--- src/rtl/alu_pkg.sv ---
// ---------------------------------------------------------------------------
// alu_pkg
// Shared definitions for the ALU operand stage and the ALU itself.
//   - ALUOp encodings (add/sub/sll/srl), consumed by both blocks
//   - operand-stage occupancy state encoding
//   - default widths
//   - helper that identifies shift operations
// ---------------------------------------------------------------------------
package alu_pkg;

  localparam int DATA_W_DEF  = 32;
  localparam int TAG_W_DEF   = 5;
  localparam int SHAMT_W_DEF = 5;
  localparam int CNT_W_DEF   = 16;

  localparam logic [1:0] ALUOP_ADD = 2'b00;
  localparam logic [1:0] ALUOP_SUB = 2'b01;
  localparam logic [1:0] ALUOP_SLL = 2'b10;
  localparam logic [1:0] ALUOP_SRL = 2'b11;

  // Occupancy of the operand stage: nothing, main entry only, main + skid.
  typedef enum logic [1:0] {
    ST_EMPTY = 2'd0,
    ST_ONE   = 2'd1,
    ST_FULL  = 2'd2
  } state_t;

  // Shift operations carry a shift amount in B rather than a full operand.
  function automatic logic is_shift(input logic [1:0] op);
    return (op == ALUOP_SLL) || (op == ALUOP_SRL);
  endfunction

endpackage

--- src/rtl/alu_operand_stage.sv ---
// ---------------------------------------------------------------------------
// alu_operand_stage
// Pipeline stage in front of the ALU. Accepts decoded operand sets with a
// valid/ready handshake and presents them, held stable, on the ALU inputs.
// A two-entry buffer (main + skid) lets in_ready be a plain register: when
// the main entry is stalled, one more entry can still land in the skid slot.
// Shift amounts are trimmed to SHAMT_W bits on capture, and cycles spent
// stalled by the ALU are counted in a saturating counter.
//
// Ports
//   Clk        clock, all state changes on the rising edge
//   Reset      synchronous active-high reset (clears everything)
//   Flush      synchronous flush: empties the stage, keeps StallCnt
//   in_valid   upstream has an operand set
//   in_ready   stage accepts this cycle (registered)
//   in_ALUOp   operation (add/sub/sll/srl)
//   in_A       operand A
//   in_B       operand B or shift amount
//   in_rd      destination tag
//   out_valid  ALUOp/A/B/rd carry a valid operation
//   out_ready  ALU/writeback consumes this cycle
//   ALUOp,A,B  operation and operands to the ALU
//   rd         destination tag, travels with the result
//   StallCnt   saturating count of cycles with out_valid & !out_ready
// ---------------------------------------------------------------------------
module alu_operand_stage
  import alu_pkg::*;
#(
  parameter int DATA_W  = DATA_W_DEF,
  parameter int TAG_W   = TAG_W_DEF,
  parameter int SHAMT_W = SHAMT_W_DEF,
  parameter int CNT_W   = CNT_W_DEF
) (
  input  logic              Clk,
  input  logic              Reset,
  input  logic              Flush,
  input  logic              in_valid,
  output logic              in_ready,
  input  logic [1:0]        in_ALUOp,
  input  logic [DATA_W-1:0] in_A,
  input  logic [DATA_W-1:0] in_B,
  input  logic [TAG_W-1:0]  in_rd,
  output logic              out_valid,
  input  logic              out_ready,
  output logic [1:0]        ALUOp,
  output logic [DATA_W-1:0] A,
  output logic [DATA_W-1:0] B,
  output logic [TAG_W-1:0]  rd,
  output logic [CNT_W-1:0]  StallCnt
);

  localparam logic [CNT_W-1:0] CNT_MAX = {CNT_W{1'b1}};

  state_t state_reg;
  state_t state_next;

  logic              in_ready_reg;
  logic              out_valid_reg;
  logic [CNT_W-1:0]  stall_cnt_reg;

  // Main entry: drives the ALU inputs directly.
  logic [1:0]        main_op_reg;
  logic [DATA_W-1:0] main_a_reg;
  logic [DATA_W-1:0] main_b_reg;
  logic [TAG_W-1:0]  main_rd_reg;

  // Skid entry: holds the set accepted while main was stalled.
  logic [1:0]        skid_op_reg;
  logic [DATA_W-1:0] skid_a_reg;
  logic [DATA_W-1:0] skid_b_reg;
  logic [TAG_W-1:0]  skid_rd_reg;

  logic              accept;
  logic              issue;
  logic              load_main_in;
  logic              load_main_skid;
  logic              load_skid;
  logic [DATA_W-1:0] b_capture;

  // Handshakes are qualified by registered flags only, so in_ready never
  // depends on out_ready in the same cycle.
  assign accept = in_valid & in_ready_reg;
  assign issue  = out_valid_reg & out_ready;

  // Shift ops keep only the low SHAMT_W bits of B; add/sub pass B through.
  assign b_capture = is_shift(in_ALUOp)
                   ? {{(DATA_W-SHAMT_W){1'b0}}, in_B[SHAMT_W-1:0]}
                   : in_B;

  // Next occupancy and which data registers load this edge.
  always_comb begin
    state_next     = state_reg;
    load_main_in   = 1'b0;
    load_main_skid = 1'b0;
    load_skid      = 1'b0;
    if (Flush) begin
      // A same-cycle accept is dropped: no load strobes asserted.
      state_next = ST_EMPTY;
    end else begin
      case (state_reg)
        ST_EMPTY: begin
          if (accept) begin
            state_next   = ST_ONE;
            load_main_in = 1'b1;
          end
        end
        ST_ONE: begin
          if (accept && issue) begin
            // Main drains and refills on the same edge.
            load_main_in = 1'b1;
          end else if (accept) begin
            state_next = ST_FULL;
            load_skid  = 1'b1;
          end else if (issue) begin
            state_next = ST_EMPTY;
          end
        end
        ST_FULL: begin
          // in_ready is low here, so only the skid-to-main move can happen.
          if (issue) begin
            state_next     = ST_ONE;
            load_main_skid = 1'b1;
          end
        end
        default: begin
          state_next = ST_EMPTY;
        end
      endcase
    end
  end

  always_ff @(posedge Clk) begin
    if (Reset) begin
      state_reg     <= ST_EMPTY;
      in_ready_reg  <= 1'b1;
      out_valid_reg <= 1'b0;
      stall_cnt_reg <= '0;
      main_op_reg   <= '0;
      main_a_reg    <= '0;
      main_b_reg    <= '0;
      main_rd_reg   <= '0;
      skid_op_reg   <= '0;
      skid_a_reg    <= '0;
      skid_b_reg    <= '0;
      skid_rd_reg   <= '0;
    end else begin
      state_reg     <= state_next;
      // Flags are derived from the next occupancy so they line up with it.
      in_ready_reg  <= (state_next != ST_FULL);
      out_valid_reg <= (state_next != ST_EMPTY);

      // Stall counting is independent of Flush.
      if (out_valid_reg && !out_ready && (stall_cnt_reg != CNT_MAX)) begin
        stall_cnt_reg <= stall_cnt_reg + 1'b1;
      end

      if (load_main_in) begin
        main_op_reg <= in_ALUOp;
        main_a_reg  <= in_A;
        main_b_reg  <= b_capture;
        main_rd_reg <= in_rd;
      end else if (load_main_skid) begin
        main_op_reg <= skid_op_reg;
        main_a_reg  <= skid_a_reg;
        main_b_reg  <= skid_b_reg;
        main_rd_reg <= skid_rd_reg;
      end

      if (load_skid) begin
        skid_op_reg <= in_ALUOp;
        skid_a_reg  <= in_A;
        skid_b_reg  <= b_capture;
        skid_rd_reg <= in_rd;
      end
    end
  end

  assign in_ready  = in_ready_reg;
  assign out_valid = out_valid_reg;
  assign ALUOp     = main_op_reg;
  assign A         = main_a_reg;
  assign B         = main_b_reg;
  assign rd        = main_rd_reg;
  assign StallCnt  = stall_cnt_reg;

endmodule
--- config.mk ---
export PLATFORM = sky130hd
export DESIGN_NAME = alu_operand_stage
export DESIGN_NICKNAME = d
export VERILOG_FILES = /design/src/rtl/alu_pkg.sv /design/src/rtl/alu_operand_stage.sv
export SDC_FILE = /design/constraint.sdc
export NUM_CORES = 1
export LEC_CHECK = 0
export ABC_AREA = 1
export BUFFER_PORTS_ARGS = -buffer_cell sky130_fd_sc_hd__buf_2
export CAP_MARGIN = 20
export CORE_MARGIN = 3
export CORE_UTILIZATION = 53
export DETAILED_ROUTE_END_ITERATION = 8
export PLACE_DENSITY = 0.82
export SETUP_SLACK_MARGIN = 0.5
export SYNTH_ARGS = -nofsm -noshare
export SYNTH_HDL_FRONTEND = slang
export SYNTH_SLANG_ARGS = --single-unit
--- constraint.sdc ---
create_clock -name Clk -period 1.6 [get_ports Clk]
set_input_delay 0.32 -clock Clk [delete_from_list [all_inputs] [get_ports Clk]]
set_output_delay 0.32 -clock Clk [all_outputs]
set_load 0.05 [all_outputs]
==> flow_metrics.tcl, run 1 <==
set metrics [dict create \
    post_synth_num_cell_types 26 \
    cell_area_placed_um2 7660 \
    synth-edff-count 0 \
    synthesis.area_per_instance_um2 7.32 \
    post_synth_inst_count 884 \
    finalWeightedCongestion 0.803 \
    crit_endpoint "A[24]$_SDFFE_PP0P_/D" \
    chipWidth_um 116 \
    largest_net_degree_at_the_start_of_global_routing 71 \
    maximum_buffer_depth_of_the_clock_tree 2 \
    cts-root-buf "clkbuf_16" \
    synth_top_family_by_area "simple AND/OR/NAND/NOR gates" \
    port_buffers 164 \
    ys_seq_area_share_pct 50.1 \
    yosys.area_share.xor_xnor_pct 0.677 \
    die_height_um 116 \
    yosys-mux-area-fraction_pct 0 \
    outcome "stopped before the end" \
    clock_sink_count 162 \
    tool.error "[ERROR DPL-0038] Utilization greater than 100%, impossible to legalize" \
    synthMostInstantiatedCell "nand2_1" \
    synth_ff_type "dfxtp_1" \
    synth_top_area_cell "dfxtp_1" \
    synth_nets 961 \
    worst_path_end_type "register data pin" \
    rows 39 \
    post_synth_fa_ha_maj_area_fraction_pct 0.193 \
    synth_async_sr_flop_share_pct 0 \
    cell_types_occupying_the_most_area_after_synthesis "dfxtp_1, nand2_1, o21ai_0" \
    synth_top_area_share_pct 50.1 \
    synthesis.yosys.warnings 0 \
    cts_htree_levels 4 \
    post-dp-hpwl_mm 10.8 \
    failing_step "5_1_grt" \
    num_io_pins 165 \
    area_fraction_in_compound_gates_after_synthesis_pct 20.3 \
    synth.top_cells.by_count "nand2_1, dfxtp_1, nor2_1" \
    holdBufCountCts 0 \
    floorplan.initialDensity_pct 55.5 \
    post_synth_and_or_nand_nor_area_fraction_pct 23.0 \
    numCtsBuffers 17 \
    yosys_reg_bits 162 \
    synthesis.area_um2 6470 \
]
==> metrics by stage <==
stage               setup WS, ns  util (%)  std cells
detailed placement        0.0289      65.7       1150
global placement          0.0887      65.7       1150
floorplan                  0.165         -        884
CTS                        0.220      89.6       1259
==> kinds of logic after synthesis <==
group	count (synthesis)
xor gates and xnor gates	5
and+or+nand+nor	379
DFF	162
adders and majority gates	1
buffers and inverters	86
AOI/OAI and AO/OA	251
==> what timing repair did <==
action,in CTS
resized for setup,466
cloned,19
setup buffers,61
setup endpoints to repair,247
pin swaps,39
==> inputs of run 2 (changes only) <==
--- a/config.mk
+++ b/config.mk
@@ -9,10 +9,9 @@
 export BUFFER_PORTS_ARGS = -buffer_cell sky130_fd_sc_hd__buf_2
 export CAP_MARGIN = 20
 export CORE_MARGIN = 3
-export CORE_UTILIZATION = 53
+export CORE_UTILIZATION = 40
 export DETAILED_ROUTE_END_ITERATION = 8
-export PLACE_DENSITY = 0.82
-export SETUP_SLACK_MARGIN = 0.5
+export PLACE_DENSITY_LB_ADDON = 0.15
 export SYNTH_ARGS = -nofsm -noshare
 export SYNTH_HDL_FRONTEND = slang
 export SYNTH_SLANG_ARGS = --single-unit
==> flow_metrics.tcl, run 2 <==
set metrics [dict create \
    setup_violations 0 \
    p_leak_uw 0.00366 \
    combinational_fraction_of_design_power_pct 11.5 \
    ys_seq_area_share_pct 50.1 \
    hold_class "input pin to flop" \
    chipWidth_um 133 \
    power_switching_share_pct 26.6 \
    yosys_reg_bits 162 \
    globalRouteOverflowTotal 0 \
    area_fraction_in_compound_gates_after_synthesis_pct 20.3 \
    yosys.area_share.xor_xnor_pct 0.677 \
    final_hold_viol_count 0 \
    die_height_um 133 \
    multi_input_comb_area_um2 2880 \
    post_synth_and_or_nand_nor_area_fraction_pct 23.0 \
    grt.total_usage_pct 19.4 \
    clock_sink_count 162 \
    final-max-slew-violation-count 0 \
    number_of_global_route_vias_before_repair 5519 \
    power.share.sequential_pct 45.0 \
    area_growth_syn_to_layout_pct 29.3 \
    critPathCapture "StallCnt[13]" \
    numCtsBuffers 17 \
    cap_viol_max_count 0 \
    synthesis.yosys.warnings 0 \
    synth_async_sr_flop_share_pct 0 \
    synth_ff_type "dfxtp_1" \
    clock_tree_from_tritoncts "yes" \
    synthesis.area_per_instance_um2 7.32 \
    outcome "finished, final reports clean" \
    first_pass_grt_wire_length_mm 28.0 \
    post_synth_fa_ha_maj_area_fraction_pct 0.193 \
    ff_latch_area_um2 3270 \
    synth_top_area_share_pct 50.1 \
    first_pass_iters 5 \
    clock.fmax_mhz 672 \
    synth_nets 961 \
    worst_path_max_delay_cell "dfxtp_1" \
    maximum_buffer_depth_of_the_clock_tree 2 \
    final.min_clock_period_ns 1.49 \
    finalCritPeriodShare_pct 93.1 \
    p_clk_share_pct 43.5 \
    synth-edff-count 0 \
    fin_tns_setup_ns 0 \
    cell_area_placed_um2 7700 \
    crit_start_category "flop" \
    vias_per_cell 4.97 \
    postLayoutCellArea_um2 8370 \
    post-route-worst-setup-slack_ns 0.111 \
    cts-root-buf "clkbuf_16" \
    antenna_violations_before_repair 0 \
    design.final.nets 1124 \
    cell_types_occupying_the_most_area_after_synthesis "dfxtp_1, nand2_1, o21ai_0" \
    tightest_pin_transition_ns 0.516 \
    port_buffers 164 \
    rows 45 \
    critical_path.reg2reg.startpoint "StallCnt[0]" \
    clock_skew_ns 0.00894 \
    drt_wl_total_mm 17.7 \
    post-dp-hpwl_mm 11.3 \
    synthMostInstantiatedCell "nand2_1" \
    average_routed_wire_per_standard_cell_um 13.9 \
    critical_path_depth 2 \
    diodes 0 \
    worst_r2r_path_depth 9 \
    timing.critical_path.max_delay_family "buffers and inverters" \
    synthesis.area_um2 6470 \
    holdBufCountCts 0 \
    timing.critical_path.arrival_ns 1.17 \
    worst_slew_margin_rel_pct 65.6 \
    critical_path.startpoint "StallCnt[13]" \
    post_synth_num_cell_types 26 \
    worstSetupEndpointType "output port" \
    yosys-mux-area-fraction_pct 0 \
    drive_above_1_share_pct 24.8 \
    worst_ep_required_time_ns 1.28 \
    post_synth_inst_count 884 \
    detailedRoute.firstIterationViolations 357 \
    minimum_setup_slack_after_placement_ns -0.0415 \
    num_io_pins 165 \
    layout_commonest_cell "nand2_1" \
    setup.worst_path.class "flop to output port" \
    synth_top_family_by_area "simple AND/OR/NAND/NOR gates" \
    worst_skew_pair.late_latency_ns 0.43 \
    die_area_um2 17700 \
    ff2ff_setup_slack_ns 0.11 \
    net-switching-power_uw 2520 \
    clock_pin_slew_worst_setup_and_hold_paths_ns 0.07 \
    r2r_end "StallCnt[15]" \
    timing.critical_path.slowest_cell_delay_ns 0.34 \
    detail_route.drc_violations 0 \
    floorplan.initialDensity_pct 41.6 \
    ant_nets 0 \
    path_max_fanout 5 \
    fill_cells 1556 \
    synth.top_cells.by_count "nand2_1, dfxtp_1, nor2_1" \
    final_cell_mix "nand2_1, buf_2, dfxtp_1" \
    power_density_nw_per_um2 1130 \
    synth_top_area_cell "dfxtp_1" \
    worstHoldStart "in_A[15]" \
    vias 6311 \
    timing.critical_path.cells "buf_4 > buf_2" \
    cts_htree_levels 4 \
    vdd_ir_drop_max_mv 0.758 \
    p_int_uw 6940 \
    worstPathBufferInverterCount 2 \
    finalWeightedCongestion 0.776 \
    largest_net_degree_at_the_start_of_global_routing 58 \
    core_region_area_um2 15500 \
]
[run 2: cell counts after synthesis]
Identical to the previous run, type by type.
[run 2: tightest hold or removal path, stage by stage]
cell and delay (ns):
buf_2 0.08, nor2_1 0.04, nor2_1 0.08
[run 2: worst min path at each step]
stage	end	slack, ns	cells after the start
global placement	A[23]	0.46	2
CTS	skid_b_reg[1]	0.11	3
detailed placement	ALUOp[0]	0.47	2
finish	skid_a_reg[15]	0.13	3
floorplan	A[6]	0.45	2
global route	skid_a_reg[22]	0.12	3
[run 2: layout make-up]
type,count,share of cell area [%]
Sequential cell,162,39.0
Multi-Input combinational cell,636,34.4
Timing Repair Buffer,204,15.1
Clock buffer,21,5.62
Tap cell,211,3.16
Clock inverter,11,1.51
Inverter,26,1.17
[run 2: repair_timing]
action,CTS,global route
setup buffers,0,2
cloned,0,1
pin swaps,0,2
setup endpoints to repair,9,24
resized for setup,1,3
[run 2: metal layers]
layer  vias to the layer above  routed length [um]  track usage, %
met5                         -                   0               0
met2                       147                8200            30.7
li1                       3268                   -               -
met4                         0                 130            5.66
met1                      2884                8400            26.4
met3                        12                 918            4.72
[run 2: cells by family (layout without fill, tap and decap cells)]
family                     count (synthesis)  in the layout
and+or+nand+nor                          379            379
AOI/OAI and AO/OA                        251            251
DFF                                      162            162
buffers and inverters                     86            262
xor gates and xnor gates                   5              5
adders and majority gates                  1              1
[run 2: power by group through the flow]
stage,sequential (uW),combinational [uW],clock (uW)
after floorplan,4700,351,0
after global placement,4350,1080,0
after detailed placement,4350,1080,0
after CTS,4260,1090,4190
after global routing,4270,1180,4370
final,4260,1090,4110
[run 2: per-stage QoR]
stage	cells	hold WS (ns)	utilization (%)	power (uW)
after global routing	1271	0.124	53.8	9830
after floorplan	884	0.453	-	5050
final	1271	0.132	53.8	9460
after detailed placement	1236	0.467	49.6	5430
after global placement	1236	0.462	49.6	5430
after CTS	1268	0.114	53.5	9530
(Power assumes the default switching activity.)
==> inputs of run 3 (changes only) <==
--- a/config.mk
+++ b/config.mk
@@ -8,7 +8,7 @@
 export ABC_AREA = 1
 export BUFFER_PORTS_ARGS = -buffer_cell sky130_fd_sc_hd__buf_2
 export CAP_MARGIN = 20
-export CORE_MARGIN = 3
+export CORE_MARGIN = 5
 export CORE_UTILIZATION = 40
 export DETAILED_ROUTE_END_ITERATION = 8
 export PLACE_DENSITY_LB_ADDON = 0.15
==> flow_metrics.tcl, run 3 (same netlist as run 2, synthesis figures left out) <==
set metrics [dict create \
    outcome "finished, final reports clean" \
    placed_instances 1235 \
    num_io_pins 165 \
    clock_skew_ns 0.0124 \
    port_buffers 164 \
    die_area_um2 18800 \
    path_max_fanout 15 \
    ant_nets 0 \
    worstSetupEndpointType "flop" \
    global_route.peak_usage_layer "met2" \
    worst_skew_pair.late_latency_ns 0.42 \
    clock_sink_count 162 \
    setup.worst_path.class "flop to flop" \
    finalCritPeriodShare_pct 93.7 \
    number_of_global_route_vias_before_repair 5914 \
    first_pass_iters 5 \
    setup_violations 0 \
    final-instance-count-excl-fill 1274 \
    post-dp-hpwl_mm 11.4 \
    tightest_pin_transition_ns 0.513 \
    detail_route.drc_violations 0 \
    rows 46 \
    worst_ep_required_time_ns 1.92 \
    worst_path_max_delay_cell "dfxtp_4" \
    grt.met1_usage_pct 24.8 \
    cts-root-buf "clkbuf_16" \
    p_leak_uw 0.00367 \
    worst_hold_path.num_cells 3 \
    multi_input_comb_area_um2 2880 \
    ff2ff_setup_slack_ns 0.10 \
    postLayoutCellArea_um2 8400 \
    minimum_setup_slack_after_placement_ns -0.0501 \
    grt.total_usage_pct 19.1 \
    final-max-slew-violation-count 0 \
    timing.critical_path.arrival_ns 1.82 \
    fill_cells 1620 \
    global_routing_met2_resource_utilization_pct 30.1 \
    post-route-worst-setup-slack_ns 0.101 \
    chipWidth_um 137 \
    vias_per_cell 4.98 \
    worst_slew_margin_rel_pct 65.8 \
    fraction_of_met3_tracks_used_by_global_routing_pct 5.48 \
    vdd_ir_drop_max_mv 0.755 \
    first_pass_grt_wire_length_mm 29.0 \
    timing.critical_path.slowest_cell_delay_ns 0.34 \
    vias 6346 \
    cell_area_placed_um2 7690 \
    floorplan.initialDensity_pct 40.7 \
    drt_wl_total_mm 18.2 \
    antenna_violations_before_repair 1 \
    cts_htree_levels 4 \
    crit_start_category "flop" \
    drive_above_1_share_pct 24.7 \
    final_total_pwr_uw 9540 \
    hold_slack_ns 0.133 \
    area_growth_syn_to_layout_pct 29.9 \
    clock.fmax_mhz 667 \
    ff_latch_area_um2 3270 \
    power_density_nw_per_um2 1140 \
    globalRouteOverflowTotal 0 \
    timing.critical_path.cells "ha_1 > nand2_1 > nor2_2 > nand2_1 > nor2_1 > nor2_4 > buf_12 > a21oi_1 > nor2_1" \
    worst_r2r_path_depth 9 \
    clock_pin_slew_worst_setup_and_hold_paths_ns 0.07 \
    final_cell_mix "nand2_1, buf_2, dfxtp_1" \
    die_height_um 137 \
    clock_tree_from_tritoncts "yes" \
    maximum_buffer_depth_of_the_clock_tree 2 \
    final_hold_viol_count 0 \
    average_routed_wire_per_standard_cell_um 14.2 \
    finalWeightedCongestion 0.758 \
    cap_viol_max_count 0 \
    detailedRoute.firstIterationViolations 336 \
    core_region_area_um2 15900 \
    design.final.nets 1121 \
    numCtsBuffers 17 \
    largest_net_degree_at_the_start_of_global_routing 61 \
    layout_commonest_cell "nand2_1" \
    final.min_clock_period_ns 1.50 \
    hold_class "input pin to flop" \
]
==> run 3: layout make-up <==
class,count,area share [%]
antenna,1,0.0298
clock buffer,17,5.06
clock inverter,15,2.17
inverter,26,1.16
multi-input combinational,636,34.2
sequential,162,38.9
tap,216,3.22
timing repair buffer,201,15.3
==> run 3: routing by layer <==
metal  part of all wire, %  wire length, um  vias to the layer above
met5                     0                0                        -
met4                   1.7              311                        0
met3                   6.5             1170                       24
met2                    46             8390                      171
met1                    46             8270                     2899
li1                      -                -                     3252
==> run 3: through the flow <==
stage               utilization [%]  setup TNS, ns
floorplan                         -              0
global placement               48.4        -0.0889
detailed placement             48.4         -0.167
CTS                            52.3              0
global route                   52.9         -0.109
finish                         52.9              0
==> run 3: critical path: cells and delay by family (launching register included) <==
kind | cells | cell delay, ns
AOI/OAI and AO/OA | 1 | 0.12
DFF | 1 | 0.34
buffers and inverters | 1 | 0.15
and+or+nand+nor | 6 | 0.63
adders and majority gates | 1 | 0.15
==> run 3: repair_timing <==
action / 4_1_cts / 5_1_grt
cloned: 0 / 2
endpoints found under the setup margin: 12 / 20
setup buffers: 0 / 4
hold buffers: 0 / 0
pin swaps: 0 / 2
resized for setup: 1 / 2
==> run 3: path summary, 6_finish.rpt <==
check                                     from        endpoint
worst min register to register  skid_a_reg[31]           A[31]
worst max register to register     StallCnt[0]    StallCnt[15]
worst min-delay path                  in_A[23]  skid_a_reg[23]
worst max-delay path               StallCnt[0]    StallCnt[15]
==> run 3: where the power goes <==
group	leakage [uW]	switching, uW	total (uW)	internal [uW]
sequential	0.00132	77.2	4260	4180
clock	0.000294	1730	4200	2470
combinational	0.00205	761	1080	319
==> inputs of run 4 (changes only) <==
--- a/config.mk
+++ b/config.mk
@@ -5,7 +5,6 @@
 export SDC_FILE = /design/constraint.sdc
 export NUM_CORES = 1
 export LEC_CHECK = 0
-export ABC_AREA = 1
 export BUFFER_PORTS_ARGS = -buffer_cell sky130_fd_sc_hd__buf_2
 export CAP_MARGIN = 20
 export CORE_MARGIN = 5
==> flow_metrics.tcl, run 4 <==
set metrics [dict create \
    outcome "finished with violations" \
    violations "setup timing" \
    layout_commonest_cell "buf_2" \
    globalRouteOverflowTotal 0 \
    cts-root-buf "clkbuf_16" \
    largest_net_degree_at_the_start_of_global_routing 57 \
    ys_seq_area_share_pct 45.6 \
    worstPathBufferInverterCount 2 \
    cell_types_occupying_the_most_area_after_synthesis "dfxtp_1, a211oi_2, mux2i_1" \
    worst_path_max_delay_cell "or4_4" \
    floorplan.initialDensity_pct 41.0 \
    vias 6092 \
    clock_skew_ns 0.00898 \
    power_density_nw_per_um2 992 \
    area_growth_syn_to_layout_pct 37.2 \
    die_height_um 143 \
    cts_htree_levels 4 \
    final-max-slew-violation-count 0 \
    maximum_buffer_depth_of_the_clock_tree 2 \
    post-route-worst-setup-slack_ns -0.140 \
    synth_top_area_share_pct 45.6 \
    path_max_fanout 56 \
    post-dp-hpwl_mm 12.1 \
    synth_nets 850 \
    detail_route.drc_violations 0 \
    finalWeightedCongestion 0.777 \
    holdBufCountCts 0 \
    worst_skew_pair.late_latency_ns 0.43 \
    hold_slack_ns 0.143 \
    chipWidth_um 143 \
    synthesis.area_um2 7120 \
    clock_tree_from_tritoncts "yes" \
    first_pass_grt_wire_length_mm 28.9 \
    rows 48 \
    average_routed_wire_per_standard_cell_um 15.6 \
    synthesis.area_per_instance_um2 9.21 \
    antenna_violations_before_repair 2 \
    port_buffers 164 \
    numCtsBuffers 17 \
    timing.critical_path.arrival_ns 2.03 \
    timing.critical_path.slowest_cell_delay_ns 0.48 \
    hold_class "input pin to flop" \
    diodes 0 \
    drive_above_1_share_pct 41.8 \
    number_of_global_route_vias_before_repair 5625 \
    p_leak_uw 0.00369 \
    num_io_pins 165 \
    core_region_area_um2 17400 \
    synth_top_area_cell "dfxtp_1" \
    post_synth_num_cell_types 44 \
    synth_async_sr_flop_share_pct 0 \
    setup.worst_path.class "flop to flop" \
    synth_ff_type "dfxtp_1" \
    finalCritPeriodShare_pct 109 \
    final.min_clock_period_ns 1.74 \
    post_synth_inst_count 773 \
    crit_start_category "flop" \
    layout.core_utilization_pct 56.2 \
    vdd_ir_drop_max_mv 0.729 \
    synth-edff-count 0 \
    setup_violations 142 \
    worst_slew_margin_rel_pct 75.0 \
    final_cell_mix "buf_2, dfxtp_1, nand2_1" \
    synthMostInstantiatedCell "dfxtp_1" \
    design.final.nets 1041 \
    grt.total_usage_pct 17.4 \
    first_pass_iters 4 \
    clock_pin_slew_worst_setup_and_hold_paths_ns 0.06 \
    timing.critical_path.cells "a21boi_2 > buf_4 > or4_4 > buf_12 > nor2_1 > a211oi_2" \
    final_hold_viol_count 0 \
    synth.top_cells.by_count "dfxtp_1, nand2_1, nor2_1" \
    vias_per_cell 5.07 \
    timing.critical_path.max_delay_family "simple AND/OR/NAND/NOR gates" \
    drt_wl_total_mm 18.8 \
    die_area_um2 20600 \
    detailedRoute.firstIterationViolations 235 \
    worst_ep_required_time_ns 1.89 \
    rsz0062_at_grt "yes" \
    cap_viol_max_count 0 \
    clock_sink_count 162 \
    clock.fmax_mhz 575 \
    yosys_reg_bits 162 \
    synthesis.yosys.warnings 0 \
    tightest_pin_transition_ns 0.370 \
    ant_nets 0 \
    worstSetupEndpointType "flop" \
]
==> run 4: changes by cell type after synthesis, moves of 18 or more <==
cell / previous run / this run
o21ai_0: 138 / 1
nor2b_1: 0 / 32
nand2_1: 204 / 144
nor2_1: 143 / 81
a31oi_1: 43 / 0
inv_1: 21 / 3
mux2i_1: 0 / 71
a211oi_2: 0 / 70
==> run 4: through the flow <==
step	worst slack, ns	total power [uW]	instances	instance area (um^2)	setup TNS [ns]
after floorplan	-0.0881	5370	773	7450	-3.59
after global placement	-0.193	5750	1155	8740	-16.69
after detailed placement	-0.200	5760	1155	8740	-19.47
after CTS	-0.110	9750	1190	9390	-9.47
after global routing	-0.197	10100	1202	9760	-20.23
final	-0.140	9680	1202	9760	-11.00
==> run 4: final cells by class <==
class	instances	area, um^2
Tap cell	225	282
Fill cell	1592	7600
Inverter	3	11.3
Sequential cell	162	3310
Clock buffer	26	509
Clock inverter	6	66.3
Multi-Input combinational cell	545	3870
Timing Repair Buffer	235	1710
==> run 4: routing by layer <==
metal	vias up	share of wire, %	wire length (um)	track usage, %
li1	3076	-	-	-
met1	2871	48	9020	23.6
met2	124	46	8590	27.6
met3	17	5.3	994	4.66
met4	4	0.90	169	4.61
met5	-	0.11	21	0
==> run 4: report_power, final <==
part / leakage (uW) / switching [uW] / internal, uW / total [uW]
Sequential: 0.00133 / 97.2 / 4170 / 4270
Clock: 0.000286 / 1620 / 2360 / 3980
Combinational: 0.00207 / 968 / 465 / 1430
==> run 4: tightest hold or removal path: cells and delay by family <==
family | cells | cell delay (ns)
buf+inv | 1 | 0.11
simple gates | 1 | 0.05
compound gates | 1 | 0.05
==> run 4: worst paths after layout <==
| path | to | start | cells after the start | slack [ns] |
|---|---|---|---|---|
| max | B[31] | state_reg[0] | 6 | -0.14 |
| min | skid_a_reg[8] | in_A[8] | 3 | 0.14 |
| max reg2reg | B[31] | state_reg[0] | 6 | -0.14 |
| min reg2reg | skid_a_reg[11] | skid_a_reg[11] | 2 | 0.46 |
==> run 4: what timing repair did <==
action	in CTS	in global routing
cloned	1	6
setup endpoints to repair	147	152
pin swaps	2	22
gates resized for setup	9	42
buffers inserted	2	6
==> run 4: cell families (layout without fill, tap and decap cells) <==
kind of cell	after synthesis	count (layout)	share of synthesized area (%)
compound gates	168	168	20.0
xor+xnor	3	3	0.369
fa+ha+maj	1	1	0.176
buf+inv	66	270	4.26
flops	162	162	45.6
mux	74	74	10.5
simple gates	299	299	19.2
